**config.mk**
```make
export PLATFORM = sky130hd
export DESIGN_NAME = dsi_ahb_slave_flat
export DESIGN_NICKNAME = d
export VERILOG_FILES = /design/src/rtl/dsi_ahb_pkg.sv /design/src/rtl/dsi_ahb_if.sv /design/src/rtl/dsi_ahb_slave_fifo.sv /design/src/rtl/dsi_ahb_slave.sv /design/src/flat_wrapper.sv
export SDC_FILE = /design/constraint.sdc
export NUM_CORES = 1
export LEC_CHECK = 0
export ABC_AREA = 1
export BUFFER_PORTS_ARGS = -buffer_cell sky130_fd_sc_hd__buf_2
export CORE_AREA = 5 5 239 241
export CTS_CLUSTER_SIZE = 25
export DETAILED_ROUTE_END_ITERATION = 10
export DIE_AREA = 0 0 244 246
export GPL_ROUTABILITY_DRIVEN = 0
export GPL_TIMING_DRIVEN = 0
export PLACE_DENSITY = 0.6
export REMOVE_ABC_BUFFERS = 1
export SKIP_LAST_GASP = 1
export SYNTH_ARGS = -nofsm -noshare
export SYNTH_HDL_FRONTEND = slang
export SYNTH_SLANG_ARGS = --single-unit
```
**constraint.sdc**
```tcl
create_clock -name clk -period 5 [get_ports clk]
set_clock_uncertainty 0.2 [all_clocks]
set_input_delay 0.25 -clock clk [delete_from_list [all_inputs] [get_ports clk]]
set_output_delay 0.25 -clock clk [all_outputs]
set_load 0.01 [all_outputs]
```
**src/rtl/dsi_ahb_pkg.sv**
```systemverilog
// dsi_ahb_pkg: bus encodings, register map and data-phase bundle
// shared by the DSI AHB slave front-end and its payload FIFO.
package dsi_ahb_pkg;

  typedef enum logic [1:0] {
    HTRANS_IDLE   = 2'b00,
    HTRANS_BUSY   = 2'b01,
    HTRANS_NONSEQ = 2'b10,
    HTRANS_SEQ    = 2'b11
  } htrans_e;

  typedef enum logic [1:0] {
    HRESP_OKAY  = 2'b00,
    HRESP_ERROR = 2'b01
  } hresp_e;

  localparam logic [2:0] HSIZE_WORD   = 3'b010;

  localparam logic [2:0] REG_CTRL     = 3'd0;
  localparam logic [2:0] REG_STATUS   = 3'd1;
  localparam logic [2:0] REG_HDR      = 3'd2;
  localparam logic [2:0] REG_PAYLOAD  = 3'd3;
  localparam logic [2:0] REG_IRQ_ST   = 3'd4;
  localparam logic [2:0] REG_IRQ_MASK = 3'd5;

  localparam int IRQ_PKT_DONE = 0;
  localparam int IRQ_FIFO_MT  = 1;

  localparam int CTRL_EN    = 0;
  localparam int CTRL_LP    = 1;
  localparam int CTRL_VC_LO = 2;
  localparam int CTRL_VC_HI = 3;

  typedef struct packed {
    logic       vld;
    logic [2:0] idx;
    logic       wr;
    logic       ok;
  } dphase_t;

  function automatic logic acc_legal(
    input logic [2:0] sz,
    input logic [1:0] lsb,
    input logic [2:0] idx,
    input logic       wr
  );
    return (sz == HSIZE_WORD) && (lsb == 2'b00) &&
           (idx <= REG_IRQ_MASK) &&
           !(wr && (idx == REG_STATUS));
  endfunction

endpackage

```
**src/rtl/dsi_ahb_if.sv**
```systemverilog
// dsi_ahb_if: AHB-lite signal bundle between bus master and
// the DSI register slave.
interface dsi_ahb_if;
  logic        hsel;
  logic [31:0] haddr;
  logic        hwrite;
  logic [2:0]  hsize;
  logic [2:0]  hburst;
  logic [1:0]  htrans;
  logic [31:0] hwdata;
  logic [3:0]  hprot;
  logic [31:0] hrdata;
  logic        hready;
  logic [1:0]  hresp;

  modport master (
    output hsel, haddr, hwrite, hsize, hburst,
    output htrans, hwdata, hprot,
    input  hrdata, hready, hresp
  );

  modport slave (
    input  hsel, haddr, hwrite, hsize, hburst,
    input  htrans, hwdata, hprot,
    output hrdata, hready, hresp
  );
endinterface

```
**src/rtl/dsi_ahb_slave_fifo.sv**
```systemverilog
// dsi_sync_fifo: single-clock payload FIFO, registered level,
// head word shown combinationally (zero while empty).
module dsi_sync_fifo #(
  parameter int DEPTH = 16,
  parameter int WIDTH = 32,
  localparam int AW = $clog2(DEPTH),
  localparam int LW = AW + 1
) (
  input  logic             clk,
  input  logic             rst_n,
  input  logic             push_i,
  input  logic [WIDTH-1:0] wdata_i,
  input  logic             pop_i,
  output logic [WIDTH-1:0] rdata_o,
  output logic             full_o,
  output logic             empty_o,
  output logic [LW-1:0]    level_o
);

  logic [WIDTH-1:0] mem_q [DEPTH];
  logic [AW-1:0]    wptr_q, rptr_q;
  logic [LW-1:0]    lvl_q, lvl_d;
  logic             do_push, do_pop;

  assign full_o  = (lvl_q == LW'(DEPTH));
  assign empty_o = (lvl_q == '0);
  assign level_o = lvl_q;
  assign do_push = push_i && !full_o;
  assign do_pop  = pop_i && !empty_o;
  assign lvl_d   = lvl_q + LW'(do_push) - LW'(do_pop);

  always_ff @(posedge clk) begin
    if (!rst_n) begin
      wptr_q <= '0;
      rptr_q <= '0;
      lvl_q  <= '0;
    end else begin
      if (do_push) wptr_q <= wptr_q + 1'b1;
      if (do_pop)  rptr_q <= rptr_q + 1'b1;
      lvl_q <= lvl_d;
    end
  end

  always_ff @(posedge clk) begin
    if (do_push) mem_q[wptr_q] <= wdata_i;
  end

  assign rdata_o = empty_o ? '0 : mem_q[rptr_q];

endmodule

```
**src/rtl/dsi_ahb_slave.sv**
```systemverilog
// dsi_ahb_slave: AHB register front-end for the DSI controller.
// Define DSI_AHB_ERR_EN for two-cycle ERROR on illegal accesses.
module dsi_ahb_slave
  import dsi_ahb_pkg::*;
#(
  parameter int FIFO_DEPTH = 16
) (
  input  logic        clk,
  input  logic        hresetn,
  dsi_ahb_if.slave    bus,
  input  logic        pl_rd_en,
  output logic [31:0] pl_rdata,
  output logic        pl_empty,
  output logic        hdr_valid,
  output logic [23:0] hdr_data,
  output logic [3:0]  ctrl_out,
  input  logic        pkt_done,
  output logic        irq
);

  localparam int LVL_W = $clog2(FIFO_DEPTH) + 1;
`ifdef DSI_AHB_ERR_EN
  localparam bit ErrEn = 1'b1;
`else
  localparam bit ErrEn = 1'b0;
`endif
  localparam logic ST_DATA = 1'b0;
  localparam logic ST_ERR2 = 1'b1;

  dphase_t          dp_q, dp_d;
  logic             st_q, st_d;
  logic [3:0]       ctrl_q, ctrl_d;
  logic [23:0]      hdr_q, hdr_d;
  logic             hdrv_q, hdrv_d;
  logic [1:0]       mask_q, mask_d;
  logic [1:0]       irqst_q, irqst_d;
  logic [1:0]       w1c, set_ev;
  logic             irq_q, irq_d;
  logic             fifo_full, fifo_empty;
  logic [LVL_W-1:0] fifo_lvl;
  logic             addr_ph, bad, err1, stall;
  logic             hready, wr_ok, push, pop;
  logic [31:0]      rdata;
  logic             unused_bus;

  assign unused_bus = ^{bus.haddr[31:5], bus.hburst, bus.hprot};

  assign addr_ph = bus.hsel && hready &&
                   (bus.htrans == HTRANS_NONSEQ ||
                    bus.htrans == HTRANS_SEQ);
  assign bad   = dp_q.vld && !dp_q.ok;
  assign err1  = ErrEn && bad && (st_q == ST_DATA);
  assign stall = dp_q.vld && dp_q.ok && dp_q.wr &&
                 (dp_q.idx == REG_PAYLOAD) && fifo_full;
  assign hready = !(stall || err1);
  assign wr_ok  = dp_q.vld && dp_q.ok && dp_q.wr && hready;
  assign push   = wr_ok && (dp_q.idx == REG_PAYLOAD);
  assign pop    = pl_rd_en && !fifo_empty;
  assign st_d   = err1 ? ST_ERR2 : ST_DATA;

  always_comb begin
    dp_d = dp_q;
    if (hready) begin
      dp_d.vld = addr_ph;
      dp_d.idx = bus.haddr[4:2];
      dp_d.wr  = bus.hwrite;
      dp_d.ok  = acc_legal(bus.hsize, bus.haddr[1:0],
                           bus.haddr[4:2], bus.hwrite);
    end
  end

  always_comb begin
    ctrl_d = ctrl_q;
    hdr_d  = hdr_q;
    mask_d = mask_q;
    hdrv_d = 1'b0;
    w1c    = '0;
    unique case (1'b1)
      wr_ok && dp_q.idx == REG_CTRL:     ctrl_d = bus.hwdata[3:0];
      wr_ok && dp_q.idx == REG_HDR: begin
        hdr_d  = bus.hwdata[23:0];
        hdrv_d = 1'b1;
      end
      wr_ok && dp_q.idx == REG_IRQ_ST:   w1c    = bus.hwdata[1:0];
      wr_ok && dp_q.idx == REG_IRQ_MASK: mask_d = bus.hwdata[1:0];
      default: ;
    endcase
  end

  // a set event beats a same-cycle W1C on the same bit
  always_comb begin
    set_ev = '0;
    set_ev[IRQ_PKT_DONE] = pkt_done;
    set_ev[IRQ_FIFO_MT]  = pop && !push &&
                           (fifo_lvl == LVL_W'(1));
    irqst_d = (irqst_q & ~w1c) | set_ev;
    irq_d   = |(irqst_q & mask_q);
  end

  always_comb begin
    rdata = '0;
    if (dp_q.vld && dp_q.ok && !dp_q.wr) begin
      unique case (1'b1)
        dp_q.idx == REG_CTRL:     rdata[3:0]  = ctrl_q;
        dp_q.idx == REG_STATUS:
          rdata[LVL_W+1:0] = {fifo_empty, fifo_full, fifo_lvl};
        dp_q.idx == REG_HDR:      rdata[23:0] = hdr_q;
        dp_q.idx == REG_IRQ_ST:   rdata[1:0]  = irqst_q;
        dp_q.idx == REG_IRQ_MASK: rdata[1:0]  = mask_q;
        default: ;
      endcase
    end
  end

  always_ff @(posedge clk) begin
    if (!hresetn) begin
      dp_q    <= '0;
      st_q    <= ST_DATA;
      ctrl_q  <= '0;
      hdr_q   <= '0;
      hdrv_q  <= 1'b0;
      mask_q  <= '0;
      irqst_q <= '0;
      irq_q   <= 1'b0;
    end else begin
      dp_q    <= dp_d;
      st_q    <= st_d;
      ctrl_q  <= ctrl_d;
      hdr_q   <= hdr_d;
      hdrv_q  <= hdrv_d;
      mask_q  <= mask_d;
      irqst_q <= irqst_d;
      irq_q   <= irq_d;
    end
  end

  dsi_sync_fifo #(
    .DEPTH (FIFO_DEPTH),
    .WIDTH (32)
  ) u_fifo (
    .clk     (clk),
    .rst_n   (hresetn),
    .push_i  (push),
    .wdata_i (bus.hwdata),
    .pop_i   (pl_rd_en),
    .rdata_o (pl_rdata),
    .full_o  (fifo_full),
    .empty_o (fifo_empty),
    .level_o (fifo_lvl)
  );

  assign bus.hready = hready;
  assign bus.hresp  = (ErrEn && bad) ? HRESP_ERROR : HRESP_OKAY;
  assign bus.hrdata = rdata;
  assign pl_empty   = fifo_empty;
  assign hdr_valid  = hdrv_q;
  assign hdr_data   = hdr_q;
  assign ctrl_out   = {ctrl_q[CTRL_VC_HI:CTRL_VC_LO],
                       ctrl_q[CTRL_LP], ctrl_q[CTRL_EN]};
  assign irq        = irq_q;

endmodule

```
**src/flat_wrapper.sv**
```systemverilog
// flat-port wrapper written by rule: the top's interface ports become plain ports
module dsi_ahb_slave_flat import dsi_ahb_pkg::*;
#(
  parameter int FIFO_DEPTH = 16
)
  (clk, hresetn, pl_rd_en, pl_rdata, pl_empty, hdr_valid, hdr_data, ctrl_out, pkt_done, irq, bus_hsel, bus_haddr, bus_hwrite, bus_hsize, bus_hburst, bus_htrans, bus_hwdata, bus_hprot, bus_hrdata, bus_hready, bus_hresp);
  dsi_ahb_if bus_i ();
  input  logic clk;
  input  logic hresetn;
  input  logic pl_rd_en;
  output logic [31:0] pl_rdata;
  output logic pl_empty;
  output logic hdr_valid;
  output logic [23:0] hdr_data;
  output logic [3:0] ctrl_out;
  input  logic pkt_done;
  output logic irq;
  input wire logic [$bits(bus_i.hsel)-1:0] bus_hsel;
  input wire logic [$bits(bus_i.haddr)-1:0] bus_haddr;
  input wire logic [$bits(bus_i.hwrite)-1:0] bus_hwrite;
  input wire logic [$bits(bus_i.hsize)-1:0] bus_hsize;
  input wire logic [$bits(bus_i.hburst)-1:0] bus_hburst;
  input wire logic [$bits(bus_i.htrans)-1:0] bus_htrans;
  input wire logic [$bits(bus_i.hwdata)-1:0] bus_hwdata;
  input wire logic [$bits(bus_i.hprot)-1:0] bus_hprot;
  output wire logic [$bits(bus_i.hrdata)-1:0] bus_hrdata;
  output wire logic [$bits(bus_i.hready)-1:0] bus_hready;
  output wire logic [$bits(bus_i.hresp)-1:0] bus_hresp;
  assign bus_i.hsel = bus_hsel;
  assign bus_i.haddr = bus_haddr;
  assign bus_i.hwrite = bus_hwrite;
  assign bus_i.hsize = bus_hsize;
  assign bus_i.hburst = bus_hburst;
  assign bus_i.htrans = bus_htrans;
  assign bus_i.hwdata = bus_hwdata;
  assign bus_i.hprot = bus_hprot;
  assign bus_hrdata = bus_i.hrdata;
  assign bus_hready = bus_i.hready;
  assign bus_hresp = bus_i.hresp;
  dsi_ahb_slave #(.FIFO_DEPTH(FIFO_DEPTH)) u_core (.clk(clk), .hresetn(hresetn), .bus(bus_i), .pl_rd_en(pl_rd_en), .pl_rdata(pl_rdata), .pl_empty(pl_empty), .hdr_valid(hdr_valid), .hdr_data(hdr_data), .ctrl_out(ctrl_out), .pkt_done(pkt_done), .irq(irq));
endmodule
```
==> results of run 1 <==
flip-flops by register name (all words and copies together) (netlist names), named ones only:
name and count:
u_core.u_fifo.mem_q 512, u_core.mask_q 2, u_core.hdr_data 24, u_core.irq 1, u_core.u_fifo.rptr_q 4, u_core.u_fifo.level_o 5
u_core.ctrl_out 4, u_core.u_fifo.wptr_q 4, u_core.irqst_q 2, u_core.dp_q 6, u_core.hdr_valid 1
how the worst min path moves through the flow:
stage	end	start	cells after the start	slack [ns]
after floorplan	u_core.u_fifo.level_o[0]$_SDFF_PN0_	hresetn	2	0.14
after global placement	u_core.hdr_data[17]$_SDFFE_PN0P_	u_core.hdr_data[17]$_SDFFE_PN0P_	2	0.25
after detailed placement	u_core.hdr_data[4]$_SDFFE_PN0P_	u_core.hdr_data[4]$_SDFFE_PN0P_	2	0.25
after CTS	u_core.u_fifo.level_o[1]$_SDFF_PN0_	hresetn	3	0.13
after global routing	u_core.u_fifo.level_o[0]$_SDFF_PN0_	hresetn	3	0.20
final	u_core.u_fifo.level_o[1]$_SDFF_PN0_	hresetn	3	0.15
cell type report:
type	count	area (um^2)	share of cell area
Tap cell	704	880.8	0.03103
Inverter	325	1236	0.04355
Clock inverter	24	192.7	0.006787
Clock buffer	84	1640	0.05778
Sequential cell	569	16530	0.5822
Multi-Input combinational cell	1357	6023	0.2122
Antenna cell	1	2.502	0.00008815
Timing Repair Buffer	212	1884	0.06638
through the flow:
step / std cells / hold slack [ns] / setup WS, ns / setup TNS (ns)
after floorplan: 2251 / 0.1435 / -4.676 / -149.46
after global placement: 3089 / 0.2524 / -14.42 / -522.10
after detailed placement: 3122 / 0.2542 / 1.643 / 0
after CTS: 3274 / 0.1305 / 0.9548 / 0
after global routing: 3275 / 0.1996 / 0.7400 / 0
final: 3276 / 0.1490 / 1.023 / 0
cells in the mapped netlist, types with 2 or more instances:
cell type and count:
nand2_1 807, edfxtp_1 512, nand3_1 330, inv_1 319, a21oi_1 86, buf_2 61
dfxtp_1 57, o21ai_0 38, clkbuf_1 36, nor2_1 29, buf_1 22, nor3_1 20
buf_4 14, ha_1 11, nand4_1 7, inv_2 5, o21ai_1 3, xnor2_1 3
and3_1 2, o221ai_1 2, xor2_1 2
report_power, final:
part           leakage, nW  switching [mW]  internal, mW
clock network        0.903            1.76          2.42
logic                 5.70            1.62         0.757
registers             5.07          0.0816          5.21
kinds of logic (layout without fill, tap and decap cells):
group / count (synthesis) / in the layout / synth area share
adders and majority gates: 12 / 12 / 0.006506
DFF: 569 / 569 / 0.6816
other: 1 / 11 / 0.0001548
and+or+nand+nor: 1199 / 1199 / 0.2061
buffers and inverters: 458 / 645 / 0.07627
AOI/OAI and AO/OA: 131 / 131 / 0.02757
xor gates and xnor gates: 5 / 5 / 0.001808
layer usage:
layer / track usage / up-vias / share of wire
met3: 0.03146 / 105 / 0.069
li1: - / 8073 / -
met1: 0.2899 / 7974 / 0.44
met2: 0.3261 / 552 / 0.46
met5: 0 / - / 0.00019
met4: 0.05559 / 2 / 0.023
worst max-delay path, stage by stage (launching register included):
cell and delay [ns]:
dfxtp_4 0.51, buf_16 0.29, inv_8 0.49, buf_16 0.57, nand2_1 0.10, nand2_1 0.08, nand2_1 0.05, nand3_1 0.08
nand3_1 0.09, a21oi_1 0.32, buf_2 0.22
==> impl_results.md, run 1 <==
* Run status: completed
* Final Hold Vio Count at 0
* Chip Width at 244 um
* Final total power at 11.85 mW
* CTS Buf Count at 58
* Yosys reg bits at 569
* First-pass GRT wire length at 93,650 um
* Share of layout cells above drive strength 1 at 0.1093
* Drt pass-1 iters at 6
* Max-cap viol count at 0
* Syn. warnings at 0
* Initial Utilization at 0.4433
* Final Cycle Share at 0.7954
* CTS Root Cell: clkbuf_16
* Setup Buffers After CTS at 0
* R2R cell count at 8
* Avg Cell Area, Syn at 10.20 um^2
* CTS tree: yes
* Worst-margin pin slew at 1.075 ns
* Critical path peak fanout at 152
* Startpoint Class: flop
* Reg-to-Reg End: u_core.u_fifo.mem_q[15][11]$_DFFE_PP_
* EDFF count, synth at 512
* Final Max Tran Viols at 0
* DR vias at 16,710
* WP data required at 4.55 ns
* Vias in the first global route at 15,880
* Post-DP HPWL at 33,450 um
* Die area at 0.06002 mm^2
* FP Rows at 86
* Slew HR at 0.2834
* Power density over the cells at 417.5 mW/mm^2
* Seq/Total Area, Yosys at 0.6816
* Routed WL per cell at 18.93 um
* Leakage at 11.66 nW
* RSZ-0062 raised after global routing: false
* Critical path class: flop to output pin
* WL final at 62,020 um
* CP endpoint: pl_rdata[25]
* Clock buffer depth at 3
* Final ANT Viol Nets at 0
* Commonest cells after routing, fill and taps aside: nand2_1, edfxtp_1, nand3_1
* Mapped Cells at 2,375
* Grt ovf at 0
* # setup viols final at 0
* Finished Core Util at 0.5193
* Fillers at 4,716
* Setup crit end kind: output pin
* Yosys top cell area share at 0.6345
* Via-to-Cell Ratio at 5.100
* Nets at 2,617
* Post-DP Area at 0.02609 mm^2
* DIE HEIGHT at 246 um
* Post-CTS sizing at 0
* Peak VDD IR at 0.2460 mV
* Design Area, Final at 0.02839 mm^2
* Cell variety after synth at 30
* Reg2reg start: u_core.u_fifo.level_o[3]$_SDFF_PN0_
* Clk slew on worst S/H paths at 0.06 ns
* Max Fclk at 0.2515 GHz
* H-Tree Level Count at 2
* Worst skew pair latency at 0.61 ns
* Crit path DAT at 3.53 ns
* Synth top area cells: edfxtp_1, nand2_1, nand3_1
* Final worst path period need at 3.977 ns
* IO Port Bufs at 134
* Core region area at 0.05466 mm^2
* Hold Path Class: primary input to flop
* Synth-to-Final Area Change at 17.16%
* Overall routing resource usage at 0.2026
* Violation count after the first detailed-route iteration at 1,692
* Initial antenna violation count at 4
* IO Count at 180
* Commonest non-fill, non-tap cell in the layout: nand2_1
* Largest net degree at the start of global routing at 153
* Drt drc at 0
* Worst reg2reg setup slack at 2.04 ns
* Asr flop ratio synth at 0
* Synth Flop Type: edfxtp_1
* Post-synth top area cell: edfxtp_1
* TritonCTS Sinks at 569
* CTS Hold Bufs at 44
* Post-Syn Area at 0.02423 mm^2
Power figures use the tool's default switching activity.
==> inputs of run 2 (changes only) <==
- clock period: 5 -> 3.9 ns (I/O delays scaled with it)
==> impl_results.md, run 2 (same netlist as run 1, synthesis figures left out) <==
* Placed cells at 3,122
* Clk slew on worst S/H paths at 0.06 ns
* R2R cell count at 8
* Startpoint Class: flop
* Design Area, Final at 0.02845 mm^2
* Commonest cells after routing, fill and taps aside: nand2_1, edfxtp_1, nand3_1
* Max reg flops at 512
* Hold_sp: hresetn
* Slew HR at 0.2820
* Worst skew pair latency at 0.61 ns
* Leakage at 11.70 nW
* Critical path class: flop to output pin
* Largest Register: u_core.u_fifo.mem_q
* CTS Root Cell: clkbuf_16
* Grt ovf at 0
* Violation count after the first detailed-route iteration at 1,776
* Hold Path Class: primary input to flop
* Reg-to-Reg End: u_core.u_fifo.mem_q[15][11]$_DFFE_PP_
* Sw Pwr at 4.475 mW
* Worst reg2reg setup slack at 0.97 ns
* Sw Share at 0.2932
* # setup viols final at 0
* Final total power at 15.26 mW
* Commonest non-fill, non-tap cell in the layout: nand2_1
* Drt pass-1 iters at 5
* Synth-to-Final Area Change at 17.41%
* Hold path cells at 3
* Final Max Tran Viols at 0
* Initial antenna violation count at 4
* Final worst path period need at 3.645 ns
* DIE HEIGHT at 246 um
* CTS Buf Count at 58
* CTS tree: yes
* DR vias at 16,810
* Nets at 2,619
* Clock buffer depth at 3
* Max Fclk at 0.2743 GHz
* Clock power frac at 0.351
* Sequential power share at 0.444
* Post-DP Area at 0.02609 mm^2
* Peak VDD IR at 0.3150 mV
* IO Port Bufs at 134
* FP Rows at 86
* Initial Utilization at 0.4433
* Critical path peak fanout at 106
* Post-DP HPWL at 33,450 um
* RSZ-0062 raised after global routing: false
* Logic gate share of total power at 0.205
* Final Cycle Share at 0.9347
* Final ANT Viol Nets at 0
* Final setup TNS at 0 ns
* Overall routing resource usage at 0.2047
* Vias in the first global route at 15,960
* WP data required at 3.50 ns
* Share of layout cells above drive strength 1 at 0.1100
* Core region area at 0.05466 mm^2
* TritonCTS Sinks at 569
* WL final at 62,870 um
* Setup crit end kind: output pin
* Routed WL per cell at 19.18 um
* Hold EP: u_core.u_fifo.level_o[1]$_SDFF_PN0_
* IO Count at 180
* Final Hold Vio Count at 0
* First-pass GRT wire length at 94,450 um
* Largest net degree at the start of global routing at 107
* Final cell count without fillers at 3,278
* Via-to-Cell Ratio at 5.128
* Run status: completed
* Max-cap viol count at 0
* Internal at 10.79 mW
* Reg2reg start: u_core.u_fifo.level_o[3]$_SDFF_PN0_
* Die area at 0.06002 mm^2
* Power density over the cells at 536.4 mW/mm^2
* Worst-margin pin slew at 1.077 ns
* Crit path DAT at 3.25 ns
* Drt drc at 0
* Finished Core Util at 0.5204
* Chip Width at 244 um
* H-Tree Level Count at 2
[run 2: cell types whose count changed in the layout (fill, tap and decap cells not counted)]
| cell | delta |
|---|---|
| buf_16 | +1 |
| bufbuf_16 | +1 |
[run 2: power by group through the flow]
stage / registers, mW / logic [mW] / clock network (mW)
floorplan: 7.06 / 1.86 / 0
global placement: 7.27 / 2.89 / 0
detailed placement: 6.91 / 3.01 / 0
CTS: 6.79 / 3.11 / 5.45
global route: 6.78 / 3.50 / 5.70
finish: 6.77 / 3.13 / 5.36
[run 2: worst max-delay path, cell delays in order, from the launching register on]
cell and delay, ns:
dfxtp_4 0.48, buf_16 0.26, inv_8 0.50, buf_16 0.41, nand2_1 0.09, nand2_1 0.07
nand2_1 0.05, nand3_1 0.08, nand3_1 0.09, a21oi_1 0.33, buf_2 0.23
[run 2: cell type report]
type,count,area (um^2)
clock inverters,24,192.7
repair buffers,214,1944
well taps,704,880.8
inverters,325,1236
multi-input cells,1357,6023
fillers,4708,26210
diodes,1,2.502
clock buffers,84,1640
flip-flops and latches,569,16530
[run 2: what timing repair did]
item	CTS	global route
resized for setup	0	0
cloned	1	0
hold buffers	44	0
endpoints found under the hold margin	553	0
setup buffers	0	1
endpoints found under the setup margin	6	14
[run 2: worst max-delay path by stage]
stage,start,endpoint,cells after the start
floorplan,flop,pl_rdata[10],6
global placement,flop,pl_rdata[21],7
detailed placement,flop,pl_rdata[25],10
CTS,flop,pl_rdata[6],9
global route,flop,pl_rdata[25],10
finish,flop,pl_rdata[25],10
[run 2: through the flow]
stage | hold WS [ns] | worst slack, ns
after floorplan | 0.08845 | -5.721
after global placement | 0.2426 | -15.47
after detailed placement | 0.2457 | 0.5983
after CTS | 0.07555 | 0.02801
after global routing | 0.1446 | 0.01850
final | 0.09757 | 0.2547
[run 2: per-layer routing]
metal  GRT usage  vias to the layer above  routed length, um  share of wire
met4     0.05725                        2               1477          0.023
met2      0.3318                      626              29090           0.46
met3     0.03255                      113               4695          0.075
met1      0.2899                     7988              27590           0.44
li1            -                     8081                  -              -
met5           0                        -                  7        0.00011
